### config.mk
export PLATFORM = sky130hd
export DESIGN_NAME = router_out_reader
export DESIGN_NICKNAME = d
export VERILOG_FILES = /design/src/rtl/router_out_reader_pkg.sv /design/src/rtl/router_out_reader_parity_acc.sv /design/src/rtl/router_out_reader.sv
export SDC_FILE = /design/constraint.sdc
export NUM_CORES = 1
export LEC_CHECK = 0
export BUFFER_PORTS_ARGS = -buffer_cell sky130_fd_sc_hd__buf_4
export CELL_PAD_IN_SITES_DETAIL_PLACEMENT = 0
export CELL_PAD_IN_SITES_GLOBAL_PLACEMENT = 1
export CORE_MARGIN = 2
export CORE_UTILIZATION = 41
export CTS_CLUSTER_SIZE = 8
export DETAILED_ROUTE_END_ITERATION = 8
export GPL_TIMING_DRIVEN = 0
export PLACE_DENSITY = 0.81
export SYNTH_ARGS = -nofsm -noshare
export SYNTH_HDL_FRONTEND = slang
export SYNTH_HIERARCHICAL = 1
export SYNTH_SLANG_ARGS = --single-unit
### constraint.sdc
create_clock -name clk -period 2.3 [get_ports clk]
set_input_delay 0.23 -clock clk [delete_from_list [all_inputs] [get_ports clk]]
set_output_delay 0.23 -clock clk [all_outputs]
set_load 0.02 [all_outputs]
### src/rtl/router_out_reader_pkg.sv
// Shared definitions for the router output-port reader.
//   state_t        : reader FSM state encoding
//   HDR_* fields   : header byte layout, len in [7:2], addr in [1:0]
//   TIMEOUT_LIMIT  : the router drops a port whose read_enb stays low for this
//                    many cycles while valid_out is high. START_DELAY plus the
//                    longest sink_ready stall must stay below 29 cycles.
//   hdr_len()      : extract payload length from a header byte
//   sat_inc8()     : 8-bit increment that sticks at 255
package router_out_reader_pkg;

  typedef enum logic [2:0] {
    ST_IDLE     = 3'd0,
    ST_DELAY    = 3'd1,
    ST_RD_HDR   = 3'd2,
    ST_HDR_WAIT = 3'd3,
    ST_RD_BODY  = 3'd4,
    ST_CHECK    = 3'd5
  } state_t;

  localparam int HDR_LEN_MSB     = 7;
  localparam int HDR_LEN_LSB     = 2;
  localparam int HDR_ADDR_MSB    = 1;
  localparam int HDR_ADDR_LSB    = 0;
  localparam int TIMEOUT_LIMIT   = 30;
  localparam int MAX_START_DELAY = 20;

  function automatic logic [5:0] hdr_len(input logic [7:0] hdr);
    return hdr[HDR_LEN_MSB:HDR_LEN_LSB];
  endfunction

  function automatic logic [7:0] sat_inc8(input logic [7:0] cnt);
    return (cnt == 8'hFF) ? cnt : cnt + 8'd1;
  endfunction

endpackage

### src/rtl/router_out_reader_parity_acc.sv
// router_parity_acc: running XOR of the bytes of one packet.
//   clk, rst : clock, synchronous active-low reset
//   clear    : zero the accumulator (wins over enable)
//   enable   : fold din into the accumulator this cycle
//   din      : byte to accumulate
//   acc      : running XOR
module router_parity_acc (
  input  logic       clk,
  input  logic       rst,
  input  logic       clear,
  input  logic       enable,
  input  logic [7:0] din,
  output logic [7:0] acc
);

  always_ff @(posedge clk) begin
    if (!rst || clear) begin
      acc <= 8'h00;
    end else if (enable) begin
      acc <= acc ^ din;
    end
  end

endmodule

### src/rtl/router_out_reader.sv
// router_out_reader: drains one router output FIFO one packet at a time,
// forwards each byte with sop/eop marks and checks the trailing parity byte.
//   clk, rst        : clock, synchronous active-low reset
//   valid_out       : router FIFO non-empty
//   data_out        : FIFO read data, valid the cycle after read_enb
//   sft_rst         : router soft reset of this port, drops the current packet
//   sink_ready      : downstream can take a byte next cycle
//   read_enb        : FIFO read request (combinational)
//   pkt_data        : received byte, pkt_valid qualifies it
//   pkt_sop/pkt_eop : header byte / parity byte marks
//   pkt_done        : one-cycle pulse per completed packet, parity_err with it
//   pkt_abort       : one-cycle pulse per packet dropped by sft_rst
//   pkt_cnt/err_cnt : saturating counts of pkt_done / parity_err
//
// state     | meaning
// ----------+-----------------------------------------------------------
// IDLE      | waiting for valid_out
// DELAY     | counting START_DELAY cycles before the header read
// RD_HDR    | issuing the header read
// HDR_WAIT  | header byte on data_out, load remaining = len + 1
// RD_BODY   | issuing payload and parity reads
// CHECK     | parity byte on data_out, compare and report
module router_out_reader #(
  parameter int START_DELAY = 2
) (
  input  logic       clk,
  input  logic       rst,
  input  logic       valid_out,
  input  logic [7:0] data_out,
  input  logic       sft_rst,
  input  logic       sink_ready,
  output logic       read_enb,
  output logic [7:0] pkt_data,
  output logic       pkt_valid,
  output logic       pkt_sop,
  output logic       pkt_eop,
  output logic       pkt_done,
  output logic       parity_err,
  output logic       pkt_abort,
  output logic [7:0] pkt_cnt,
  output logic [7:0] err_cnt
);
  import router_out_reader_pkg::*;

  state_t      state;
  logic [4:0]  delay_cnt;
  logic [6:0]  remaining;
  logic        valid_q;
  logic        sop_q;
  logic        eop_q;
  logic [7:0]  parity_acc;
  logic        abort_now;
  logic        acc_clear;
  logic        acc_enable;

  assign abort_now = sft_rst && (state != ST_IDLE);

  assign read_enb = ((state == ST_RD_HDR) || (state == ST_RD_BODY)) &&
                    valid_out && sink_ready && !sft_rst;

  // The byte returned for a read issued last cycle is dropped when the
  // packet is being aborted this cycle.
  assign pkt_data  = data_out;
  assign pkt_valid = valid_q && !sft_rst;
  assign pkt_sop   = sop_q && !sft_rst;
  assign pkt_eop   = eop_q && !sft_rst;

  // Header and payload go into the XOR; the parity byte itself does not.
  assign acc_clear  = abort_now || (state == ST_IDLE) || (state == ST_CHECK);
  assign acc_enable = valid_q && !eop_q;

  router_parity_acc u_parity_acc (
    .clk    (clk),
    .rst    (rst),
    .clear  (acc_clear),
    .enable (acc_enable),
    .din    (data_out),
    .acc    (parity_acc)
  );

  always_ff @(posedge clk) begin
    if (!rst) begin
      state      <= ST_IDLE;
      delay_cnt  <= 5'd0;
      remaining  <= 7'd0;
      valid_q    <= 1'b0;
      sop_q      <= 1'b0;
      eop_q      <= 1'b0;
      pkt_done   <= 1'b0;
      parity_err <= 1'b0;
      pkt_abort  <= 1'b0;
      pkt_cnt    <= 8'd0;
      err_cnt    <= 8'd0;
    end else begin
      valid_q    <= read_enb;
      sop_q      <= read_enb && (state == ST_RD_HDR);
      eop_q      <= read_enb && (state == ST_RD_BODY) && (remaining == 7'd1);
      pkt_done   <= 1'b0;
      parity_err <= 1'b0;
      pkt_abort  <= 1'b0;

      if (abort_now) begin
        state     <= ST_IDLE;
        delay_cnt <= 5'd0;
        remaining <= 7'd0;
        pkt_abort <= 1'b1;
      end else begin
        case (state)
          ST_IDLE: begin
            if (valid_out) begin
              if (START_DELAY == 0) begin
                state <= ST_RD_HDR;
              end else begin
                delay_cnt <= 5'(START_DELAY);
                state     <= ST_DELAY;
              end
            end
          end
          ST_DELAY: begin
            if (delay_cnt == 5'd1) begin
              delay_cnt <= 5'd0;
              state     <= ST_RD_HDR;
            end else begin
              delay_cnt <= delay_cnt - 5'd1;
            end
          end
          ST_RD_HDR: begin
            if (read_enb) begin
              state <= ST_HDR_WAIT;
            end
          end
          ST_HDR_WAIT: begin
            // payload bytes plus the parity byte
            remaining <= 7'(hdr_len(data_out)) + 7'd1;
            state     <= ST_RD_BODY;
          end
          ST_RD_BODY: begin
            if (read_enb) begin
              remaining <= remaining - 7'd1;
              if (remaining == 7'd1) begin
                state <= ST_CHECK;
              end
            end
          end
          ST_CHECK: begin
            pkt_done   <= 1'b1;
            parity_err <= (parity_acc != data_out);
            pkt_cnt    <= sat_inc8(pkt_cnt);
            if (parity_acc != data_out) begin
              err_cnt <= sat_inc8(err_cnt);
            end
            state <= ST_IDLE;
          end
          default: begin
            state <= ST_IDLE;
          end
        endcase
      end
    end
  end

endmodule

=== Word level (Yosys, flattened, before mapping) ===
Cells that the tools add are included.
W data, S select, Z words.

* ROM bits: 0
* Latch bits: 0
* RAM bits: 0
* Register bits after elaboration: 45
* Memories kept: 0

* Reduce and logical (&&, ||, !) cells: 29
* Add/sub/neg operators: 5
* $lt $le $gt $ge: 0
* Shift operators: 0
* Bitwise logic cells: 6
* Equal/unequal tests: 15
* Multiply operators: 0
* Multiplexer cells: 13
* Divide/modulo/power cells: 0

{| class="wikitable"
|+ Operators with widths
! operator !! number
|-
| $add A8 B1 Y8 const B || 2
|-
| $eq A8 B8 Y1 const B || 2
|-
| $mux W3 || 5
|-
| $pmux W3 S5 || 1
|-
| $pmux W7 S2 || 1
|-
| $logic_and A1 B1 Y1 || 11
|-
| $mux W5 || 2
|-
| $pmux W5 S2 || 1
|-
| $ne A2 B2 Y1 const B || 4
|-
| $ne A8 B8 Y1 || 1
|-
| $xor A8 B8 Y8 || 1
|-
| $add A6 B1 Y7 const B || 1
|-
| $eq A7 B1 Y1 const B || 1
|-
| $mux W7 || 1
|-
| $sub A7 B1 Y7 const B || 1
|-
| $eq A3 B2 Y1 const B || 2
|-
| $eq A3 B3 Y1 const B || 2
|-
| $eq A5 B1 Y1 const B || 1
|-
| $not A1 Y1 || 5
|-
| $reduce_and A5 Y1 || 1
|-
| $sub A5 B1 Y5 const B || 1
|-
| $logic_or A1 B1 Y1 || 4
|-
| $reduce_and A2 Y1 || 2
|-
| $reduce_and A4 Y1 || 1
|-
| 10 further kinds || 14
|}

=== Depth between registers and ports, before layout ===
Gate-level depths: netlist of the first run.

* Word-level depth: 7
* Mapped depth: 7

=== By module ===
Netlist of the first run, hierarchy kept.

{| class="wikitable"
|+ Modules (own cells, without submodules)
! module !! area each (sq um) !! cells an instance !! seq. area each (sq um) !! times used
|-
| router_out_reader || 2,029.4 || 248 || 740.7 || 1
|-
| router_parity_acc || 384.1 || 36 || 160.2 || 1
|}

=== Worst setup path after synthesis of the first run ===
OpenSTA, ideal clock, no wires.

* Path type: register -> register
* From: reg pkt_cnt[0]
* To: reg pkt_cnt[5]
* Cell stages (with the launch flop): 7
* Path buffers: 0
* Period minus slack after synthesis: 1.617 ns
* Library setup time: 0.128 ns
* Path slack: 0.683 ns
* Data arrival time: 1.489 ns
* Cell sequence: dfxtp_1 -> ha_1 -> nand3_1 -> o21ai_0 -> nor3_1 -> xnor2_1 -> nor2_1

* Longest elaborated chain between the ends: 3

{| class="wikitable"
|+ RTL lines
! what !! RTL line !! source
|-
| start, declared || router_out_reader.sv:40 || <nowiki>output logic [7:0] pkt_cnt,</nowiki>
|-
| start signal, assigned || router_out_reader.sv:148 || <nowiki>pkt_cnt <= sat_inc8(pkt_cnt);</nowiki>
|-
| branches (longest 3 deep; another with $add A8 B1 Y8) || n/a ||
|}

Several ways; the timed one is not identified.
A chain may end at the register's enable or synchronous reset.

=== Worst setup path after layout of the first run ===
* From: reg delay_cnt[1]
* To: reg delay_cnt[2]

* Longest elaborated chain between the ends: 3

{| class="wikitable"
|+ RTL lines
! what !! RTL line !! source
|-
| start, declared || router_out_reader.sv:46 || <nowiki>logic [4:0] delay_cnt;</nowiki>
|-
| start signal, assigned || router_out_reader.sv:114 || <nowiki>delay_cnt <= 5'(START_DELAY);</nowiki>
|-
| start signal, assigned || router_out_reader.sv:124 || <nowiki>delay_cnt <= delay_cnt - 5'd1;</nowiki>
|-
| $sub A5 B1 Y5 or $eq A5 B1 Y1 (tied branches) || router_out_reader.sv:124, router_out_reader.sv:120 ||
|-
| $mux W5 * || router_out_reader.sv:120 || <nowiki>if (delay_cnt == 5'd1) begin</nowiki>
|-
| $pmux W5 S2 * || router_out_reader.sv:108 || <nowiki>case (state)</nowiki>
|}

Mark *: on every way between the ends. The rest lies on a longest branch, timed or not.

==> results.toml, run 1 <==
[outcome]
status = "finished clean"

[placement]
hpwlAfterDp_um = 3850
gp_congestion = 0.802
numPortBuffers = 43
dp_cells = 399

[timing]
grt_setup_unrepaired = "no"
setup-tns-final_ps = 0
hold_viol_final = 0
fin_skew_ps = 7.90
slew_violations = 0
setup_viol = 0
fmax_mhz = 563
relSlewSlack_pct = 62.7
fin_crit_ps = 1770
final_min_period_over_clock_period_pct = 77.2
worst_pin_slew_ps = 553

[cts]
max-clock-path-buffers = 2
holdBufCountCts = 0
cts_num_sinks = 45
clkLatencyLatePin_ps = 300
post_cts_buffers = 0
cts_root_buffer = "clkbuf_8"
cts_tree = "done"
numCtsBuffers = 5
clkTransAtPathRegs_ps = 90
cts_resized = 0
htree_levels = 2

[synthesis]
yosys_register_bits = 45
synth_commonest_cells = "45 x dfxtp_1, 28 x a21oi_1, 20 x nor2_1, 19 x o21ai_0"
postSynthNetCount = 304
syn_inst = 284
ys_seq_area_share_pct = 37.3
ys_top_cells_by_area = "dfxtp_1 37%, a21oi_1 5.8%, xnor2_1 5.4%"
async_flop_share_pct = 0
synth-edff-count = 0
syn_area_sq_mm = 0.00241
dominantRegCellSynth = "dfxtp_1"
yosys_warnings = 6
synth.distinct_cells = 45
syn_avg_cell_area_sq_um = 8.50
synth_top_cell_by_area = "dfxtp_1"
yosysTopAreaCellShare_pct = 37.3
post-synth-top-count-cell = "dfxtp_1"

[floorplan]
ios = 44
die_x_um = 80.7
die_area_sq_mm = 0.00652
fp-row-count = 27
start_util_pct = 43.0
die_h_um = 80.7
design.core.area_sq_mm = 0.00561

[global_routing]
grt_pass1_vias = 1895
overflow = 0
antenna_found_initial = 0
grt_first_pass_wirelength_um = 8780
grt_max_degree = 15
grtUsageTotal_pct = 17.1

[critical_path]
r2r-end = "delay_cnt[2]"
r2r_start = "delay_cnt[1]"
path_max_fanout = 7
cp-startpoint = "delay_cnt[1]"
crit_required_ps = 2540
start_kind = "register"
rrSetupSlack_ps = 530
arrival_ps = 2010
end_kind = "register"
critPathKind = "reg2reg"
ff2ff_path_depth = 6
endpoint = "delay_cnt[2]"

[routing]
wl_per_cell_um = 13.1
vias = 2130
vias_per_cell = 5.23
drc_errors = 0
postRouteAntennaNets = 0
drt_iter0_drc = 98
routed_wl_um = 5340
first_pass_iters = 5

[power_and_ir_drop]
irDropWorstVdd_v = 0.000275
powerDensity_mw_per_mm2 = 545
cellLeakagePower_nw = 1.11

[hold_path]
min_path_type = "in2reg"
worstHoldStart = "data_out[1]"

[finish]
post-route-util_pct = 52.5
syn2layout_area_growth_pct = 22.1
drive_above_1_share_pct = 23.6
antenna_cells = 0
fin_nets = 354
fin_cells = 407

[job]
drv_cap = 0
==> per-stage QoR <==
stage / area [sq um] / power (W) / setup WS, ps / hold WS, ps
6_report: 2950 / 0.00161 / 525 / 222
5_1_grt: 2950 / 0.00168 / 384 / 232
4_1_cts: 2950 / 0.00162 / 535 / 218
3_5_place_dp: 2830 / 0.000992 / 567 / 449
3_3_place_gp: 2830 / 0.000991 / 563 / 439
2_1_floorplan: 2410 / 0.000924 / 683 / 358
==> layer usage <==
metal / part of all wire (%) / global-route usage, %
met5: 0 / 0
met4: 1.3 / 5.59
met3: 4.0 / 3.48
met2: 46 / 28.2
met1: 49 / 22.5
==> worst min path at each step <==
stage | slack, ps | cells after the start | to
2_1_floorplan | 360 | 2 | valid_q
6_report | 220 | 3 | u_parity_acc/acc[1]
5_1_grt | 230 | 3 | err_cnt[1]
3_5_place_dp | 450 | 2 | remaining[3]
4_1_cts | 220 | 3 | u_parity_acc/acc[1]
3_3_place_gp | 440 | 2 | remaining[3]
==> placed cells by master (no fill, tap or decap), types with 2 or more instances in the layout <==
cell type	netlist	final
or4_1	4	4
nor3_1	9	9
or3_1	5	5
buf_4	9	52
nand2_1	15	15
nand3b_1	11	11
o211ai_1	2	2
a21oi_1	28	28
xnor2_1	15	15
a21bo_2	7	7
a21oi_2	2	2
clkbuf_1	4	4
xor2_1	5	5
o21ai_0	19	19
nor2b_1	2	2
a21bo_1	2	2
o31ai_1	5	5
and2b_1	3	3
nand4_1	7	7
and3_1	2	2
nor2_1	20	20
a211oi_1	2	2
buf_6	2	2
ha_1	7	7
nand2b_1	5	5
nand3_1	15	15
dfxtp_1	45	45
inv_1	10	10
clkbuf_8	0	6
buf_2	3	3
o21a_1	3	3
or3b_2	2	2
==> sequential cells by signal, summed over array words and instances, names as in the netlist, 3 cells and up <==
| register | flops |
|---|---|
| remaining | 7 |
| u_parity_acc/acc | 8 |
| delay_cnt | 5 |
| err_cnt | 8 |
| pkt_cnt | 8 |
| state | 3 |
==> cells by family (layout without fill, tap and decap cells) <==
| kind of cell | count (synthesis) | after routing | synth area share [%] |
|---|---|---|---|
| adder cells (fa/ha/maj) | 7 | 7 | 3.63 |
| flip-flops | 45 | 45 | 37.3 |
| AND/OR/NAND/NOR | 106 | 106 | 24.5 |
| buffers and inverters | 29 | 80 | 7.15 |
| XOR/XNOR | 20 | 20 | 7.26 |
| AO/OA/AOI/OAI | 77 | 77 | 20.1 |
==> layout make-up <==
| class | count | area [sq um] |
|---|---|---|
| buffer | 19 | 135 |
| clock buffer | 6 | 82.6 |
| clock inverter | 2 | 37.5 |
| fill | 556 | 2660 |
| inverter | 10 | 37.5 |
| multi-input combinational | 210 | 1340 |
| sequential | 45 | 901 |
| tap | 72 | 90.1 |
| timing repair buffer | 43 | 323 |
==> worst max-delay path, cell delays in order (launching register included) <==
cell and delay, ps:
dfxtp_1 340, inv_1 70, ha_1 190, nor4b_1 160
nand3b_1 300, or3b_2 520, a21oi_1 140
==> where the power goes <==
group          switching [W]  total (W)  internal, W
registers          0.0000106   0.000801     0.000791
logic              0.0000961   0.000172    0.0000761
clock network       0.000280   0.000634     0.000353
total               0.000387    0.00161      0.00122
(Power assumes the default switching activity.)
==> run 2: changes to the inputs <==
- ABC_AREA: not set -> 1
- CORE_UTILIZATION: 41 -> 40
- PLACE_DENSITY: 0.81 -> 0.82
- clock period: 2.3 -> 1.8 ns (I/O delays scaled with it)
==> run 2 against run 1 <==
First-iteration DRC count is 28% higher. Power up 71%. Critical path depth rose by 3. Area after synthesis is 7.1% higher. Worst setup slack worse by 360 ps. Clock power increased by 28%. Fmax up 8.4%. Design area grew 5.9%.
==> results.toml, run 2 <==
[power_and_ir_drop]
irDropWorstVdd_v = 0.000457
switchingPower_w = 0.000916
cellLeakagePower_nw = 1.37
swShare_pct = 33.3
p_clk_share_pct = 29.5
p_comb_share_pct = 28.4
report.power.total_w = 0.00275
p_int_w = 0.00183
powerDensity_mw_per_mm2 = 881
pwr-share-seq_pct = 42.1

[critical_path]
ff2ff_path_depth = 9
path_cells = "ha_1 -> nand2_1 -> nor2_1 -> nand2_1 -> o21ai_1 -> inv_2 -> nand2_2 -> nand2_1 -> a21oi_1"
arrival_ps = 1870
crit_buf_inv = 1
crit_required_ps = 2030
r2r-end = "err_cnt[1]"
end_kind = "register"
crit_cells = 9
cp-startpoint = "err_cnt[0]"
rrSetupSlack_ps = 160
crit_path_frequent_cell = "nand2_1"
r2r_start = "err_cnt[0]"
start_kind = "register"
path_delay_family = "simple AND/OR/NAND/NOR gates"
crit_path_max_incr_delay_ps = 440
endpoint = "err_cnt[1]"
path_max_fanout = 9
worst_path_max_delay_cell = "dfxtp_1"
critPathKind = "reg2reg"

[timing]
fin_ws_ps = 162
fin_skew_ps = 5.07
worst_pin_slew_ps = 491
fmax_mhz = 611
setup_viol = 0
setup-tns-final_ps = 0
relSlewSlack_pct = 67.3
fin_crit_ps = 1640
slew_violations = 0
final_min_period_over_clock_period_pct = 91.0
hold_viol_final = 0
grt_setup_unrepaired = "no"

[finish]
fin_nets = 445
drive_above_1_share_pct = 20.4
reg.largest.list = "err_cnt (8), pkt_cnt (8), u_parity_acc/acc (8)"
post-route-util_pct = 49.4
final_cell_mix = "80 x nand2_1, 51 x buf_4, 45 x dfxtp_1, 42 x nor2_1, 41 x inv_1"
syn2layout_area_growth_pct = 20.7
final_cell_area_sq_mm = 0.00312
layout_commonest_cell = "nand2_1"
antenna_cells = 0

[placement]
gp_congestion = 0.793
numPortBuffers = 43
dpl-instance-area_sq_mm = 0.00300
hpwlAfterDp_um = 4190
pre_cts_slack_ps = 191

[routing]
vias_per_cell = 4.78
wl_per_cell_um = 11.2
drc_errors = 0
postRouteAntennaNets = 0
routed_wl_um = 5610
drt_iter0_drc = 125
vias = 2403
first_pass_iters = 4

[job]
drv_cap = 0

[floorplan]
die_x_um = 84.4
die_h_um = 84.4
ios = 44
design.core.area_sq_mm = 0.00631
fp-row-count = 29
die_area_sq_mm = 0.00712
start_util_pct = 40.9

[synthesis]
synth_commonest_cells = "80 x nand2_1, 45 x dfxtp_1, 42 x nor2_1, 41 x inv_1, 39 x nand3_1"
ys_top_cells_by_area = "dfxtp_1 35%, nand2_1 12%, nand3_1 7.6%"
async_flop_share_pct = 0
syn_avg_cell_area_sq_um = 6.89
synth_top_cell_by_area = "dfxtp_1"
ys_seq_area_share_pct = 34.8
yosysTopAreaCellShare_pct = 34.8
yosys_warnings = 6
yosys_register_bits = 45
dominantRegCellSynth = "dfxtp_1"
postSynthNetCount = 395
synth.distinct_cells = 32
syn_inst = 375
post-synth-top-count-cell = "nand2_1"
syn_area_sq_mm = 0.00258
synth-edff-count = 0

[global_routing]
grtUsageTotal_pct = 16.0
overflow = 0
grt_max_degree = 14
grt_pass1_vias = 2119
grt_first_pass_wirelength_um = 9450
antenna_found_initial = 0

[cts]
cts_root_buffer = "clkbuf_8"
cts_resized = 0
htree_levels = 2
holdBufCountCts = 0
cts_num_sinks = 45
numCtsBuffers = 5
max-clock-path-buffers = 2
cts_tree = "done"
post_cts_buffers = 0
clkLatencyLatePin_ps = 300
clkTransAtPathRegs_ps = 90

[outcome]
status = "finished clean"

[hold_path]
min_path_type = "in2reg"
-- run 2: worst register-to-register path: cells and delay by family (launching register included) --
kind	cells	cell delay [ps]
and+or+nand+nor	5	520
DFF	1	440
AOI/OAI and AO/OA	2	270
adders and majority gates	1	250
buffers and inverters	1	110
-- run 2: power by group through the flow --
stage | logic (W) | clock network (W) | registers [W]
final | 0.000782 | 0.000810 | 0.00116
after global routing | 0.000908 | 0.000880 | 0.00117
after CTS | 0.000792 | 0.000832 | 0.00116
after detailed placement | 0.000788 | 0 | 0.00118
after global placement | 0.000782 | 0 | 0.00118
after floorplan | 0.000598 | 0 | 0.00117
-- run 2: how the worst min path moves through the flow --
stage	start	end	slack [ps]	cells past startpoint
6_report	rst	pkt_cnt[3]	150	3
2_1_floorplan	rst	pkt_cnt[3]	300	2
3_5_place_dp	rst	pkt_cnt[3]	470	3
4_1_cts	rst	pkt_cnt[3]	150	3
5_1_grt	rst	pkt_cnt[2]	160	3
3_3_place_gp	data_out[0]	u_parity_acc/acc[0]	460	3
-- run 2: final cells by class --
type | instances | area, sq um
multi-input combinational | 269 | 1410
sequential | 45 | 901
fill | 667 | 3190
tap | 77 | 96.3
timing repair buffer | 43 | 323
buffer | 11 | 90.1
clock buffer | 7 | 86.3
inverter | 50 | 189
clock inverter | 1 | 30.0
-- run 2: metrics by stage --
stage | hold slack [ps] | std cells
floorplan | 301 | 375
global placement | 463 | 495
detailed placement | 471 | 495
CTS | 147 | 503
global route | 155 | 503
finish | 151 | 503
-- run 2: layer usage --
layer | share of wire, % | GRT usage, % | vias up
li1 | - | - | 1290
met1 | 49 | 20.9 | 1071
met2 | 45 | 25.8 | 35
met3 | 4.3 | 3.74 | 7
met4 | 1.2 | 5.92 | 0
met5 | 0 | 0 | -
-- run 2: cells by family (layout without fill, tap and decap cells) --
| family | Yosys count | count (layout) | synth area share (%) |
|---|---|---|---|
| AOI/OAI and AO/OA | 59 | 59 | 12.3 |
| xor gates and xnor gates | 19 | 19 | 6.44 |
| adders and majority gates | 7 | 7 | 3.39 |
| buffers and inverters | 61 | 112 | 10.8 |
| DFF | 45 | 45 | 34.8 |
| and+or+nand+nor | 184 | 184 | 32.2 |
